<file path="src/rtl/alu_cmd_driver.sv">
// ALU command driver: buffers funct3/funct7 commands, drives a combinational ALU
// from registered operands and returns results on a valid/ready channel.
// Optional statistics counters: define ALU_CMD_DRIVER_STATS_EN.
module alu_cmd_driver #(
   parameter int unsigned WIDTH = 8,
   parameter int unsigned DEPTH = 4
) (
   input  logic             clk,
   input  logic             rst_n,
   input  logic             cmd_valid,
   output logic             cmd_ready,
   input  logic [2:0]       cmd_funct3,
   input  logic             cmd_funct7b5,
   input  logic [WIDTH-1:0] cmd_a,
   input  logic [WIDTH-1:0] cmd_b,
   output logic [2:0]       alu_operation,
   output logic [WIDTH-1:0] alu_a,
   output logic [WIDTH-1:0] alu_b,
   input  logic [WIDTH-1:0] alu_c,
   output logic             rsp_valid,
   input  logic             rsp_ready,
   output logic [WIDTH-1:0] rsp_data,
   output logic             rsp_illegal
`ifdef ALU_CMD_DRIVER_STATS_EN
   ,
   output logic [15:0]      stat_issued,
   output logic [15:0]      stat_illegal
`endif
);

   localparam int unsigned PTR_W = $clog2(DEPTH);
   localparam int unsigned CNT_W = $clog2(DEPTH + 1);

   typedef struct packed {
      logic [2:0]       funct3;
      logic             funct7b5;
      logic [WIDTH-1:0] a;
      logic [WIDTH-1:0] b;
   } cmd_t;

   typedef enum logic [1:0] {
      S_IDLE  = 2'd0,
      S_ISSUE = 2'd1,
      S_RESP  = 2'd2
   } state_t;

   state_t           state_q, state_d;
   cmd_t             mem_q [DEPTH];
   logic [PTR_W-1:0] wr_ptr_q, rd_ptr_q;
   logic [CNT_W-1:0] count_q, count_d;
   logic             cmd_ready_q;
   logic             push, pop, empty;

   logic [2:0]       alu_op_q, alu_op_d;
   logic [WIDTH-1:0] alu_a_q, alu_a_d, alu_b_q, alu_b_d;
   logic [WIDTH-1:0] rsp_data_q, rsp_data_d;
   logic             rsp_illegal_q, rsp_illegal_d;
   logic             rsp_valid_q;

   cmd_t             head;
   logic [2:0]       dec_op;
   logic [WIDTH-1:0] dec_b;
   logic             dec_illegal;
   logic             dec_shift;

   assign push  = cmd_valid && cmd_ready_q;
   assign empty = (count_q == CNT_W'(0));
   assign head  = mem_q[rd_ptr_q];

   // Command FIFO storage and pointers
   always_ff @(posedge clk) begin
      if (push) begin
         mem_q[wr_ptr_q] <= '{cmd_funct3, cmd_funct7b5, cmd_a, cmd_b};
      end
   end

   always_comb begin
      count_d = count_q;
      if (push && !pop) begin
         count_d = count_q + CNT_W'(1);
      end else if (pop && !push) begin
         count_d = count_q - CNT_W'(1);
      end
   end

   // Ready is registered from the next occupancy, so a pop frees space one cycle later
   always_ff @(posedge clk or negedge rst_n) begin
      if (!rst_n) begin
         wr_ptr_q    <= '0;
         rd_ptr_q    <= '0;
         count_q     <= '0;
         cmd_ready_q <= 1'b1;
      end else begin
         if (push) wr_ptr_q <= wr_ptr_q + PTR_W'(1);
         if (pop)  rd_ptr_q <= rd_ptr_q + PTR_W'(1);
         count_q     <= count_d;
         cmd_ready_q <= (count_d != CNT_W'(DEPTH));
      end
   end

   // Decode of the FIFO head into ALU opcode and (masked) operand B
   always_comb begin
      dec_op      = 3'b000;
      dec_illegal = 1'b0;
      dec_shift   = 1'b0;
      case (head.funct3)
         3'b000: dec_op = head.funct7b5 ? 3'b001 : 3'b000;
         3'b001: begin
            dec_op    = 3'b101;
            dec_shift = 1'b1;
         end
         3'b100: dec_op = 3'b100;
         3'b101: begin
            dec_op    = head.funct7b5 ? 3'b111 : 3'b110;
            dec_shift = 1'b1;
         end
         3'b110: dec_op = 3'b011;
         3'b111: dec_op = 3'b010;
         default: dec_illegal = 1'b1;
      endcase
      dec_b = dec_shift ? (head.b & WIDTH'(WIDTH - 1)) : head.b;
   end

   always_ff @(posedge clk or negedge rst_n) begin
      if (!rst_n) begin
         state_q <= S_IDLE;
      end else begin
         state_q <= state_d;
      end
   end

   always_comb begin
      state_d       = state_q;
      pop           = 1'b0;
      alu_op_d      = alu_op_q;
      alu_a_d       = alu_a_q;
      alu_b_d       = alu_b_q;
      rsp_data_d    = rsp_data_q;
      rsp_illegal_d = rsp_illegal_q;
      case (state_q)
         S_IDLE:  pop = !empty;
         S_ISSUE: begin
            rsp_data_d    = alu_c;
            rsp_illegal_d = 1'b0;
            state_d       = S_RESP;
         end
         S_RESP: begin
            if (rsp_ready) begin
               state_d = S_IDLE;
               pop     = !empty;
            end
         end
         default: state_d = S_IDLE;
      endcase
      // Illegal commands skip ISSUE and leave the ALU inputs untouched
      if (pop) begin
         if (dec_illegal) begin
            state_d       = S_RESP;
            rsp_data_d    = '0;
            rsp_illegal_d = 1'b1;
         end else begin
            state_d  = S_ISSUE;
            alu_op_d = dec_op;
            alu_a_d  = head.a;
            alu_b_d  = dec_b;
         end
      end
   end

   always_ff @(posedge clk or negedge rst_n) begin
      if (!rst_n) begin
         alu_op_q      <= 3'b000;
         alu_a_q       <= '0;
         alu_b_q       <= '0;
         rsp_data_q    <= '0;
         rsp_illegal_q <= 1'b0;
         rsp_valid_q   <= 1'b0;
      end else begin
         alu_op_q      <= alu_op_d;
         alu_a_q       <= alu_a_d;
         alu_b_q       <= alu_b_d;
         rsp_data_q    <= rsp_data_d;
         rsp_illegal_q <= rsp_illegal_d;
         rsp_valid_q   <= (state_d == S_RESP);
      end
   end

   assign cmd_ready     = cmd_ready_q;
   assign alu_operation = alu_op_q;
   assign alu_a         = alu_a_q;
   assign alu_b         = alu_b_q;
   assign rsp_valid     = rsp_valid_q;
   assign rsp_data      = rsp_data_q;
   assign rsp_illegal   = rsp_illegal_q;

`ifdef ALU_CMD_DRIVER_STATS_EN
   logic        rsp_hs;
   logic [15:0] stat_issued_q, stat_illegal_q;

   assign rsp_hs = (state_q == S_RESP) && rsp_ready;

   // Saturating completion counters
   always_ff @(posedge clk or negedge rst_n) begin
      if (!rst_n) begin
         stat_issued_q  <= '0;
         stat_illegal_q <= '0;
      end else if (rsp_hs) begin
         if (rsp_illegal_q) begin
            if (stat_illegal_q != 16'hFFFF) stat_illegal_q <= stat_illegal_q + 16'd1;
         end else begin
            if (stat_issued_q != 16'hFFFF) stat_issued_q <= stat_issued_q + 16'd1;
         end
      end
   end

   assign stat_issued  = stat_issued_q;
   assign stat_illegal = stat_illegal_q;
`endif

endmodule

</file>
<file path="config.mk">
export PLATFORM = sky130hd
export DESIGN_NAME = alu_cmd_driver
export DESIGN_NICKNAME = d
export VERILOG_FILES = /design/src/rtl/alu_cmd_driver.sv
export SDC_FILE = /design/constraint.sdc
export NUM_CORES = 1
export LEC_CHECK = 0
export BUFFER_PORTS_ARGS = -buffer_cell sky130_fd_sc_hd__buf_2
export CORE_MARGIN = 4
export CORE_UTILIZATION = 45
export DETAILED_ROUTE_END_ITERATION = 12
export PLACE_DENSITY = 0.67
export SYNTH_ARGS = -nofsm -noshare
export SYNTH_HDL_FRONTEND = slang
export SYNTH_SLANG_ARGS = --single-unit
</file>
<file path="constraint.sdc">
create_clock -name clk -period 2.2 [get_ports clk]
set_input_delay 0.22 -clock clk [delete_from_list [all_inputs] [get_ports clk]]
set_output_delay 0.22 -clock clk [all_outputs]
set_load 0.005 [all_outputs]
</file>
==> results.txt, run 1 <==
* DRC violation total after the first TritonRoute iteration: 109
- Drt drc: 0
- Antenna diode instance count: 0
- Post-placement worst setup slack: 0.127 ns
* Total number of clock tree sinks: 119
- The worst path in the final design needs a cycle of 2.08 ns, including I/O delays and setup.
- Commonest cells post-synth: 80 x edfxtp_1, 38 x dfrtp_1, 29 x nand2_1
* Synthesized area per cell: 17.8 um^2
- The multi-input combinational cells in the finished layout cover a total of 0.00117 mm^2.
* Share of post-route cells with drive strength above 1: 0.362
- Total via count after detailed routing: 2546
* Sum of net half-perimeters after detailed placement: 5350 um
* Clock slew at the register clock pins of the worst setup and hold paths: 0.06 ns
- Largest net degree at the start of global routing: 24
* Leading area contributor after synthesis: edfxtp_1
- Layout Area Growth over Synthesis: 30.5%
* Yosys warns: 0
* Remaining Overflow, GRT: 0
- Headroom to the max-slew limit came out at 0.594.
- Clock buffer depth: 2
- Peak clock frequency supported by timing: 481 MHz
* Share of flip-flops with an asynchronous set or reset: 0.328
- CTS tree: built
- Of the post-synthesis cell area, the dominant cell type holds 0.520.
* Count of pins on the block boundary: 62
- Number of global-route vias before repair: 2758
* Leakage power figure: 2.40 nW
- Setup violations remaining at the end of the flow were counted as 0.
* Register area: 0.00338 mm^2
- Signal arrival time at the worst endpoint: 2.50 ns
- Weighted congestion reported at the end of routability-driven placement: 0.739
- When the netlist entered floorplanning its net count stood at 298.
- Seq cells post-synth: 119
- Final setup skew: 0.00892 ns
- On the final layout, the worst hold slack is 0.173 ns.
- Row count: 36
- At the worst endpoint, the required time is 2.62 ns.
- Starting utilization of the core area: 0.468
* Final total negative setup slack: 0 ns
* Clock tree root driver cell: clkbuf_8
- Beginning of the worst register-to-register path: count_q[0]
* Final Hold Violating Endpoints: 0
- Number of clock buffers inserted by TritonCTS: 17
- After synthesis the cells add up to 0.00462 mm^2.
- Primary flip-flop cell chosen by synthesis mapping: edfxtp_1
- Hold Path Sink: state_q[1]
- CP endpoint kind: register
- Sequential element share of the synthesized area: 0.731
* Total of fill cells in the finished design: 718
- In the synthesized netlist, the number of instances is 259.
- The floorplan step defined a die boundary enclosing 0.0120 mm^2.
* Total routing usage reported by global routing: 0.166
* Nets: 410
- Overall power of the completed layout: 8.81 mW
* Setup slack of the most critical reg-to-reg path: 0.12 ns
- The worst setup path is launched from a register.
- After floorplanning, the core was sized to cover 0.00986 mm^2.
- The number of antenna violations at the first check in global routing came to 0.
* Most frequent cell after synthesis: edfxtp_1
* Worst Hold Launch: rsp_ready
- At the pin with the least slew margin, the transition time is 0.606 ns.
- After detailed routing, the average wire length per cell comes to 17.3 um.
* Min-delay worst type: input pin to register
- Max-slew violations: 0
- Routed WL: 8960 um
- Critical path peak fanout: 5
- The first global-routing pass estimated 14400 um of wire.
- Worst-skew pair later-pin latency: 0.50 ns
- In this run, distinct cell masters in the synthesized netlist total 34.
* Count of flip-flops with a built-in enable after synthesis: 80
- In this run the critical register-to-register path is captured at cmd_ready.
- Setup repair after global routing missed its margin: false
- The flow ran to the end, and the final reports show no timing, DRC or antenna violations.
* MaxCap Viol Count: 0
- The floorplan step set the die width to 109 um.
- Worst r2r path cells: 7
- Final critical-path share of the clock period: 0.945
- The worst setup path is of the register to register kind.
* Detailed-route vias per instance: 4.92
* Top cells by area, synth: edfxtp_1 52%, dfrtp_1 21%, mux4_2 9.7%, mux2_2 2.7%, nand2_1 2.4%
- The worst path meets setup with 0.120 ns of slack.
- Power density over cell area: 1460 mW/mm^2
* Cell depth of the worst min-delay path: 3
* Die Ht: 109 um
- CTS H-tree lvls: 4
- DRT antenna net count: 0
- Before antenna repair, the detailed router went through 4 iterations.
- Peak supply drop: 0.000880 V
- Number of port buffers: 61
[worst max-delay path: stages, from the launching register on]
cell and delay [ns]:
dfrtp_1 0.34, inv_1 0.08, ha_1 0.19, nor2b_1 0.15, or3_1 0.47, o22ai_4 0.24
xor2_2 0.17, or3b_1 0.36
[cell usage in the layout, fill, tap and decap left out, types with 2 or more instances in the layout]
cell and instances:
buf_2 61, bufinv_16 4, o21ai_0 7, dlygate4sd3_1 29, edfxtp_1 80, clkinvlp_4 4, xnor2_1 5, inv_1 7
a21oi_1 11, mux2_2 11, maj3_1 2, a211o_1 2, buf_4 11, and3_1 4, ha_1 7, nand2_1 29
nor2_1 4, clkbuf_16 16, nor2b_1 2, nand2b_1 7, mux4_2 20, clkbuf_1 2, clkinv_2 3, dfrtp_1 38
[report_power, final]
part | internal (mW) | switching, mW
Combinational | 1.32 | 1.34
Sequential | 3.07 | 0.291
Clock | 1.83 | 0.957
[per-stage QoR]
stage / utilization / std cells / instance area, um^2
after floorplan: - / 259 / 4620
after global placement: 0.520 / 456 / 5130
after detailed placement: 0.520 / 456 / 5130
after CTS: 0.610 / 517 / 6020
after global routing: 0.611 / 517 / 6030
final: 0.611 / 517 / 6030
[area by class of cell]
class                   count  area share
well taps                 133      0.0276
flip-flops and latches    119       0.560
clock buffers              19      0.0699
repair buffers            102       0.114
inverters                   7     0.00436
clock inverters            13      0.0295
multi-input cells         124       0.194
[how the worst max path moves through the flow]
stage,slack (ns),endpoint,start,cells past startpoint
global placement,0.16,cmd_ready,count_q[1],7
global route,0.0005,cmd_ready,count_q[0],7
detailed placement,0.13,cmd_ready,count_q[1],7
CTS,0.09,alu_b[5],rd_ptr_q[0],5
floorplan,0.28,cmd_ready,count_q[0],8
finish,0.12,cmd_ready,count_q[0],7
[kinds of logic (layout without fill, tap and decap cells)]
logic type,Yosys count,after routing,share of synthesized area
flip-flops,119,119,0.731
AO/OA/AOI/OAI,25,25,0.0338
buffers and inverters,16,141,0.0168
AND/OR/NAND/NOR,52,52,0.0552
XOR/XNOR,6,6,0.0130
multiplexers,32,32,0.126
adder cells (fa/ha/maj),9,9,0.0233
[routing by layer]
metal	routed length (um)	vias up	track usage
met1	3850	1282	0.203
met5	0	-	0
met2	4620	57	0.282
li1	-	1200	-
met3	390	7	0.0493
met4	88	0	0.0534
[repair_timing]
| item | 4_1_cts | 5_1_grt |
|---|---|---|
| hold buffers | 29 | 0 |
| buffers inserted | 0 | 0 |
| endpoints found under the hold margin | 104 | 0 |
| resized for setup | 0 | 2 |
| endpoints found under the setup margin | 0 | 2 |
[sequential cells by signal (all words and copies together) (netlist names), 2 cells and up]
name and flops:
alu_a 8, alu_b 8, alu_operation 3, count_q 3
mem_q 80, rd_ptr_q 2, rsp_data 8, state_q 2
wr_ptr_q 2
Note: power is estimated with default switching activity, not from simulation.
==> run 2: changes to the inputs <==
--- a/config.mk
+++ b/config.mk
@@ -5,11 +5,13 @@
 export SDC_FILE = /design/constraint.sdc
 export NUM_CORES = 1
 export LEC_CHECK = 0
+export ABC_AREA = 1
 export BUFFER_PORTS_ARGS = -buffer_cell sky130_fd_sc_hd__buf_2
 export CORE_MARGIN = 4
 export CORE_UTILIZATION = 45
 export DETAILED_ROUTE_END_ITERATION = 12
-export PLACE_DENSITY = 0.67
+export PLACE_DENSITY = 0.66
+export SKIP_LAST_GASP = 1
 export SYNTH_ARGS = -nofsm -noshare
 export SYNTH_HDL_FRONTEND = slang
 export SYNTH_SLANG_ARGS = --single-unit
==> run 2 against run 1 <==
Net effect: sequential cell count unchanged; non-clock buffer count fell by 5; worst hold slack lost 0.15 ns; power is 6.4% higher; combinational power increased by 21%; register-to-register slack gained 0.30 ns; final area increased by 3.3%.
==> results.txt, run 2 <==
* Wire length per cell: 14.9 um (-14%)
- In this run the worst setup path begins at count_q[0].
- In this run the critical register-to-register path is launched from count_q[0].
* Peak clock frequency supported by timing: 563 MHz (+17%)
* Starting utilization of the core area: 0.469 (about the same)
- Worst-Margin Slew: 0.455 ns (-0.151 ns)
- Leading cell type in the layout, fill and taps excluded: nand2_1
* Sequential element share of the synthesized area: 0.686 (-0.0453)
- Worst setup path endpoint: rsp_data[5]
- Row count: 37 (+2.8%)
* CP required: 2.59 ns (-0.03 ns)
- The peak ir drop on the vdd network is 0.000625 V (-29%).
- Leading area contributor after synthesis: edfxtp_1
* Seq cells post-synth: 119 (unchanged)
- The number of warnings reported in the yosys synthesis log came to 0 (unchanged).
- The detailed-route vias per instance is 4.89 (-0.66%).
- Final Hold Violating Endpoints: 0 (unchanged)
- Area fraction in and, or, nand and nor cells after synthesis: 0.192 (+0.136)
- The total of buffers placed on input and output ports was 61 (unchanged).
* Primary flip-flop cell chosen by synthesis mapping: edfxtp_1
- CP endpoint kind: register
- The via count of the first global-routing pass was 3438 (+25%).
* Area fraction in compound gates after synthesis: 0.0475 (+0.0137)
- The highest net fanout along the worst path is 11 (+6).
* Tmin final: 1.78 ns (-0.305 ns)
* Max reg flops: 80 (unchanged)
- From synthesis to final layout, the design area changed by 26.4%.
- Antenna diode instance count: 0 (unchanged)
- In the synthesized netlist, the cells that appear most often are 147 x nand2_1, 80 x edfxtp_1, 38 x dfrtp_1.
- Total routing usage reported by global routing: 0.172 (+0.00595)
- Tightest slew margin relative to the limit: 0.697 (+0.102)
- Length of the first detailed-routing pass in iterations: 4 (unchanged)
- The cell depth of the worst hold path is 5 (+2).
- Counting flops per register, the top entry is mem_q.
* Run status: completed
- Signal arrival time at the worst endpoint: 2.16 ns (-0.34 ns)
- The sum of routed wire length over all layers was 10300 um (+16%).
- Weighted congestion reported at the end of routability-driven placement: 0.787 (+6.5%)
- The pin count of the biggest net entering global routing is 25 (+4.2%).
* DRC violation total after the first TritonRoute iteration: 145 (+33%)
- MaxCap Viol Count: 0 (unchanged)
- The number of cells on the worst reg-to-reg path was 8 (+1).
- By area, the combinational part of the netlist is dominated by simple AND/OR/NAND/NOR gates.
- The net count reported at finish was 585 (+43%).
* Syn Inst Count: 447 (+73%)
* Buffer count from post-CTS setup fixing: 0 (unchanged)
- CTS tree: built
- Drt drc: 0 (unchanged)
- Share of flip-flops with an asynchronous set or reset: 0.328 (unchanged)
* Final setup vio count: 0 (unchanged)
- Most frequent cell after synthesis: nand2_1
* Synthesized area per cell: 11.0 um^2 (-38%)
* Count of pins on the block boundary: 62 (unchanged)
- The count of H-tree levels built during CTS is 4 (unchanged).
- The synthesized netlist net count is 486 (+63%).
- Share of post-route cells with drive strength above 1: 0.225 (-0.137)
- The max-slew violation total from the final report came to 0 (unchanged).
- Worst setup SP type: register
- Endpoint of the worst-slack reg-to-reg timing path: rsp_data[5]
- The number of flops mapped to enable cells by yosys is 80 (unchanged).
* Top cells by area, synth: edfxtp_1 49%, dfrtp_1 19%, nand2_1 11%, nor2_1 2.6%, nand3_1 2.5%
* Leakage power figure: 2.81 nW (+17%)
- Multiplexer share of the synthesized area: 0 (-0.126)
- The leftover overflow at the end of global routing came to 0 (unchanged).
* Min-delay worst type: input pin to register
* Power density over cell area: 1510 mW/mm^2 (+3.0%)
- DRT antenna net count: 0 (unchanged)
* Final critical-path share of the clock period: 0.807 (-0.139)
* Sum of net half-perimeters after detailed placement: 6370 um (+19%)
- Total number of clock tree sinks: 119 (unchanged)
* Core outline area: 0.0105 mm^2 (+6.5%)
- The fraction of synthesized cell area taken by the top area cell type came to 0.488 (-0.0322).
- Setup slack of the most critical reg-to-reg path: 0.42 ns (+0.30 ns)
* Clock tree root driver cell: clkbuf_8
* DIE WIDTH: 113 um (+3.0%)
* Area share of fa/ha/maj cells after synthesis: 0.0178 (-0.00551)
- XOR/XNOR share of the synthesized area: 0.00711 (-0.00589)
* Worst-skew pair later-pin latency: 0.50 ns (about the same)
- The number of CTS-inserted buffers is 17 (unchanged).
* Most used cells in the layout excluding fill and tap cells: 147 x nand2_1, 80 x edfxtp_1, 61 x buf_2
- The number of antenna violations at the first check in global routing came to 0 (unchanged).
- The first-pass GRT wire length came to 17200 um (+19%).
* Setup repair after global routing missed its margin: false
- The worst-case clock skew was 0.00748 ns (-0.00144 ns).
- Die Outline Area: 0.0127 mm^2 (+6.1%)
* Clock slew at the register clock pins of the worst setup and hold paths: 0.05 ns (about the same)
- Final total negative setup slack: 0 ns (unchanged)
* Worst hold slack after final layout: 0.0252 ns (-0.148 ns)
- Total via count after detailed routing: 3400 (+34%)
- Kind of critical path: register to register
* Cell area after synthesis: 0.00493 mm^2 (+6.6%)
- Clock buffer depth: 2 (unchanged)
- The overall die height came to 113 um (+3.0%).
* Distinct cell type count after synthesis: 25 (-26%)
## run 2: cell count changes in the layout (fill, tap and decap cells not counted), sizes merged, moves of 5 or more
cell and change:
nand2b -7, o21ai +19, nor2 +31, mux2 -11
nand3 +24, inv +24, nand2 +134, mux4 -20
o22ai +10, a21oi -8, xnor2 -5
## run 2: final cells by class
| type | count | area (um^2) |
|---|---|---|
| Clock inverter | 9 | 150 |
| Timing Repair Buffer | 97 | 638 |
| Sequential cell | 119 | 3380 |
| Tap cell | 136 | 170 |
| Fill cell | 849 | 4280 |
| Inverter | 32 | 125 |
| Multi-Input combinational cell | 279 | 1310 |
| Clock buffer | 23 | 457 |
## run 2: worst max-delay path, cell delays in order, from the launching register on
cell and delay, ns:
dfrtp_1 0.37, inv_1 0.09, ha_1 0.21, nand2_1 0.08, nand3_1 0.18, inv_2 0.18, nand3_1 0.34, nand2_1 0.16
inv_1 0.05
## run 2: what timing repair did
item | CTS | global route
endpoints found under the hold margin | 101 | 0
resized for setup | 0 | 0
hold buffers | 25 | 0
## run 2: kinds of logic after synthesis
kind of cell    Yosys count
simple gates            225
compound gates           43
fa+ha+maj                 7
flops                   119
xor+xnor                  4
buf+inv                  49
## run 2: metal layers
layer / vias up / routed length [um] / track usage / part of all wire
met5: - / 0 / 0 / 0
met4: 0 / 127 / 0.0561 / 0.012
met3: 13 / 478 / 0.0431 / 0.046
met2: 90 / 5140 / 0.288 / 0.50
met1: 1617 / 4600 / 0.219 / 0.44
li1: 1680 / - / - / -
## run 2: stage by stage
step,total power [mW],util,setup WS (ns),instance area [um^2],instances
after CTS,9.47,0.593,0.422,6230,695
after global routing,10.0,0.593,0.261,6230,695
after detailed placement,6.57,0.511,0.428,5370,638
after floorplan,5.71,-,0.263,4930,447
final,9.37,0.593,0.425,6230,695
after global placement,6.47,0.511,0.528,5370,638
## run 2: where the power goes
part	total, mW	switching, mW	internal, mW	leakage [nW]
combinational	3.22	2.11	1.10	1.30
sequential	3.36	0.290	3.07	1.21
clock	2.80	0.909	1.89	0.292
total	9.37	3.31	6.06	2.81
## run 2: worst min-delay path by stage
stage	start	to	slack, ns
CTS	alu_c[7]	rsp_data[7]	0.002
finish	alu_c[0]	rsp_data[0]	0.03
detailed placement	rst_n	alu_operation[0]	0.19
global route	alu_c[2]	rsp_data[2]	0.04
floorplan	rst_n	alu_a[0]	-0.08
global placement	rst_n	alu_operation[2]	0.19
